[src/rtl/iob_mem_rd_serializer.sv]
// Read-side serializer: fetches wide RAM words and streams them out as narrow valid/ready chunks.
// Define IOB_RD_SER_MSB_FIRST_EN to emit the most significant chunk of each word first.
module iob_mem_rd_serializer #(
    parameter int MEM_DATA_W = 32,
    parameter int OUT_DATA_W = 8,
    parameter int ADDR_W     = 6,
    parameter int LEN_W      = 7
) (
    input  logic                  clk,
    input  logic                  rst_n,
    input  logic                  start,
    input  logic [ADDR_W-1:0]     base_addr,
    input  logic [LEN_W-1:0]      len,
    output logic                  busy,
    output logic                  done,
    output logic                  mem_r_en,
    output logic [ADDR_W-1:0]     mem_r_addr,
    input  logic [MEM_DATA_W-1:0] mem_data_in,
    output logic [OUT_DATA_W-1:0] dout,
    output logic                  dout_valid,
    input  logic                  dout_ready
);

    localparam int RATIO   = MEM_DATA_W / OUT_DATA_W;
    localparam int CHUNK_W = (RATIO > 1) ? $clog2(RATIO) : 1;

    typedef enum logic [2:0] {IDLE, FETCH, WAIT, SEND, DONE} state_t;

    state_t                state, state_nxt;
    logic [ADDR_W-1:0]     base_q;
    logic [LEN_W-1:0]      len_q;
    logic [LEN_W-1:0]      word_idx;
    logic [CHUNK_W-1:0]    chunk_idx;
    logic [MEM_DATA_W-1:0] shreg;
    logic                  hs;
    logic                  last_chunk;

    assign hs         = dout_valid & dout_ready;
    assign last_chunk = (chunk_idx == CHUNK_W'(RATIO - 1));

    // All outputs decode straight from registers so reset clears them asynchronously.
    assign busy       = (state == FETCH) || (state == WAIT) || (state == SEND);
    assign done       = (state == DONE);
    assign mem_r_en   = (state == FETCH);
    assign dout_valid = (state == SEND);
    assign mem_r_addr = base_q + word_idx[ADDR_W-1:0];

`ifdef IOB_RD_SER_MSB_FIRST_EN
    assign dout = shreg[MEM_DATA_W-1 -: OUT_DATA_W];
`else
    assign dout = shreg[OUT_DATA_W-1:0];
`endif

    always_ff @(posedge clk or negedge rst_n) begin
        if (!rst_n) state <= IDLE;
        else        state <= state_nxt;
    end

    always_comb begin
        state_nxt = state;
        case (state)
            IDLE:  if (start) state_nxt = (len != '0) ? FETCH : DONE;
            FETCH: state_nxt = WAIT;
            WAIT:  state_nxt = SEND;
            SEND:  if (hs && last_chunk)
                       state_nxt = (word_idx + LEN_W'(1) == len_q) ? DONE : FETCH;
            DONE:  state_nxt = IDLE;
            default: state_nxt = IDLE;
        endcase
    end

    always_ff @(posedge clk or negedge rst_n) begin
        if (!rst_n) begin
            base_q    <= '0;
            len_q     <= '0;
            word_idx  <= '0;
            chunk_idx <= '0;
            shreg     <= '0;
        end else begin
            case (state)
                IDLE: if (start && len != '0) begin
                    base_q   <= base_addr;
                    len_q    <= len;
                    word_idx <= '0;
                end
                WAIT: begin
                    shreg     <= mem_data_in;
                    chunk_idx <= '0;
                end
                SEND: if (hs) begin
`ifdef IOB_RD_SER_MSB_FIRST_EN
                    shreg <= shreg << OUT_DATA_W;
`else
                    shreg <= shreg >> OUT_DATA_W;
`endif
                    chunk_idx <= chunk_idx + CHUNK_W'(1);
                    if (last_chunk) word_idx <= word_idx + LEN_W'(1);
                end
                default: ;
            endcase
        end
    end

endmodule

[config.mk]
export PLATFORM = sky130hd
export DESIGN_NAME = iob_mem_rd_serializer
export DESIGN_NICKNAME = d
export VERILOG_FILES = /design/src/rtl/iob_mem_rd_serializer.sv
export SDC_FILE = /design/constraint.sdc
export NUM_CORES = 1
export LEC_CHECK = 0
export CORE_AREA = 4 4 82 84
export CTS_CLUSTER_SIZE = 25
export DETAILED_ROUTE_END_ITERATION = 12
export DIE_AREA = 0 0 86 88
export PLACE_DENSITY = 0.79
export SLEW_MARGIN = 20
export SYNTH_ARGS = -nofsm -noshare
export SYNTH_HDL_FRONTEND = slang
export SYNTH_SLANG_ARGS = --single-unit
[constraint.sdc]
create_clock -name clk -period 2.61 [get_ports clk]
set_clock_uncertainty 0.1 [all_clocks]
set_input_delay 0.522 -clock clk [delete_from_list [all_inputs] [get_ports clk]]
set_output_delay 0.522 -clock clk [all_outputs]
set_load 0.005 [all_outputs]
==> run metrics <==
Max VDD drop 735 µV; class of the tightest hold or removal check input port to asynchronous set/reset pin; largest family of logic cells by synthesized area multiplexers; H-Tree Depth 3; crit path time final 2510 ps; EDFF count, synth 0; Worst-Margin Slew 578 ps; total length of routed wires approximately 6.3 mm; Mapped Nets 333; share of flip-flops with an asynchronous set or reset 100%; count of state elements after synthesis 57; class of the most critical setup path flop to primary output; post-route ant nets 0; post-synthesis to final-layout area growth 30.3%; Hold Vio Cnt, Final 0; Power Dens Cells about 1000 mW/mm²; half-perimeter wire length after placement 4.52 mm; number of hold buffers added after CTS 0; Netlist Area Pre-Place 0.00296 mm²; CTS buffer count 9; endpoint type of the worst setup path primary output; clock root buffer clkbuf_8; synth cell count leaders 57 x dfrtp_1, 35 x nand2_1, 25 x o21ai_0; Final Net Count 400; gr usage total between 10% and 20%; total power of the final layout 4.03 mW; Die Span Y 88 µm; synthesized instance count 276; ratio of cells with drive above 1 in the final layout about an eighth; max-slew violations 0; Final WS setup 95.6 ps; setup repair after global routing missed its margin false; detailed-route DRC error count 0; synthesized-area fraction occupied by xor and xnor cells 4.15%; final total negative setup slack 0 ps; sink count of the clock tree 57; routed wire length per instance approximately 15 µm; share of synthesized cell area in full adder, half adder and majority cells 3.64%; area of the core 0.00592 mm²; area share of the leading cell type in the synthesized netlist between 40% and 50%; global-route wire length before repair roughly 10 mm; Max-slew headroom roughly three fifths; Critical Path RT 1990 ps; leading post-synthesis cells by cell area dfrtp_1 48%, mux2i_1 8.1%, nand2_1 4.4%, o21ai_0 4.2%, mux2_4 3.6%; clock latency on the worst-skew pair about 330 ps; Post-synth top flop dfrtp_1; signal arrival time at the worst endpoint 1890 ps; layout filler cell count 474; number of violations of the max-capacitance limit 0; largest net degree at the start of global routing 58; Distinct cells, synth 41; mux cell area share after synthesis between 10% and 20%; Placer Congestion between 0.8 and 0.9; Initial Util 50.0%; x dimension of the die 86 µm; DRT Pass-1 Iters 4; number of placement rows 28; Seq/Total Area, Yosys 48.2%; clock-pin transition on the worst setup and hold timing paths 60 ps; total via count after detailed routing 2,244; die area 0.00757 mm²; final critical-path share of the clock period 96.3%; count of port buffers added during placement between 60 and 70; leak pwr 1.80 nW; initial drt markers 145; via count of the first global-routing pass 2,220; maximum net fanout on the critical path 2; worst setup timing slack at the placement stage 72.0 ps; kind of start point of the critical path flop; most common cell in the netlist dfrtp_1; leading area contributor after synthesis dfrtp_1; Setup-failing EPs final 0; outcome finished, final reports clean; YS warnings 0; number of antenna violations at the first check in global routing 0; number of buffers on the longest clock path 2; area fraction in compound gates after synthesis 13.2%; total global routing overflow 0; highest attainable clock frequency 398 MHz; Mean Syn Cell Area 10.7 µm²; antenna diode count 0; average vias per placed instance roughly 5.3; TritonCTS clock tree done; setup slack on the worst flop-to-flop path 550 ps; post-synthesis share of cell area spent on and, or, nand and nor gates 11.3%; num ports 67
worst max-delay path, cell delays in order (launching register included):
cell and delay [ps]:
dfrtp_1 370, ha_2 200, inv_2 60, fa_2 200, inv_1 50, a21o_1 190, a21oi_2 140, xnor2_1 120
dlygate4sd2_1 250
stage by stage:
stage	utilization (%)	cells	cell area (µm²)	hold WS [ps]
final	65.1	421	3850	90.4
after global routing	65.1	421	3850	105
after CTS	65.0	421	3850	91.6
after detailed placement	62.4	406	3690	370
after global placement	62.4	406	3690	361
after floorplan	-	276	2960	126
per-layer routing:
layer	up-vias	share of wire [%]	track usage, %
met1	1068	43	21.0
met3	6	5.7	5.64
met4	0	1.2	6.19
li1	1103	-	-
met5	-	0	0
met2	67	50	28.5
cells by family (layout without fill, tap and decap cells):
kind of cell	count (synthesis)	in the layout
compound gates	62	62
xor+xnor	14	14
fa+ha+maj	8	8
buf+inv	30	100
flops	57	57
mux	36	36
simple gates	69	69
power breakdown:
| group | switching (mW) | internal, mW |
|---|---|---|
| logic | 0.896 | 1.04 |
| clock network | 0.309 | 0.333 |
| registers | 0.218 | 1.23 |
| total | 1.42 | 2.60 |
flip-flops by register name, indices dropped and copies added (netlist names):
signal	cells
shreg	32
len_q	7
word_idx	7
base_q	6
state	3
chunk_idx	2
area by class of cell:
class / instances / area [µm²] / area share, %
repair buffers: 78 / 777 / 20.2
well taps: 75 / 93.8 / 2.44
clock inverters: 1 / 5.00 / 0.130
clock buffers: 13 / 139 / 3.60
flip-flops and latches: 57 / 1430 / 37.0
multi-input cells: 189 / 1380 / 35.8
inverters: 8 / 32.5 / 0.844
timing repair:
item	in CTS	in global routing
setup buffers	1	0
pin swaps	2	3
setup endpoints to repair	4	3
gates resized for setup	8	7
layout by cell type, fill, tap and decap left out, types with 6 or more instances in the layout:
cell	instances
dfrtp_1	57
o21ai_0	25
mux2_4	7
buf_4	9
a22o_1	8
ha_1	6
nand3_1	8
o21ai_1	9
xnor2_1	10
nand2_1	35
clkbuf_8	9
inv_1	6
clkdlybuf4s50_1	60
mux2i_1	24
path summary, 6_finish.rpt:
path                                   from             to  depth (start not counted)
worst max register to register  word_idx[0]       state[2]                          7
max in group asynchronous             rst_n      shreg[19]                          2
worst min-delay path                  rst_n      shreg[30]                          1
worst min register to register     shreg[0]       shreg[0]                          2
min in group clk                   shreg[0]       shreg[0]                          2
worst max-delay path              base_q[0]  mem_r_addr[4]                          8
Note: power is estimated with default switching activity, not from simulation.
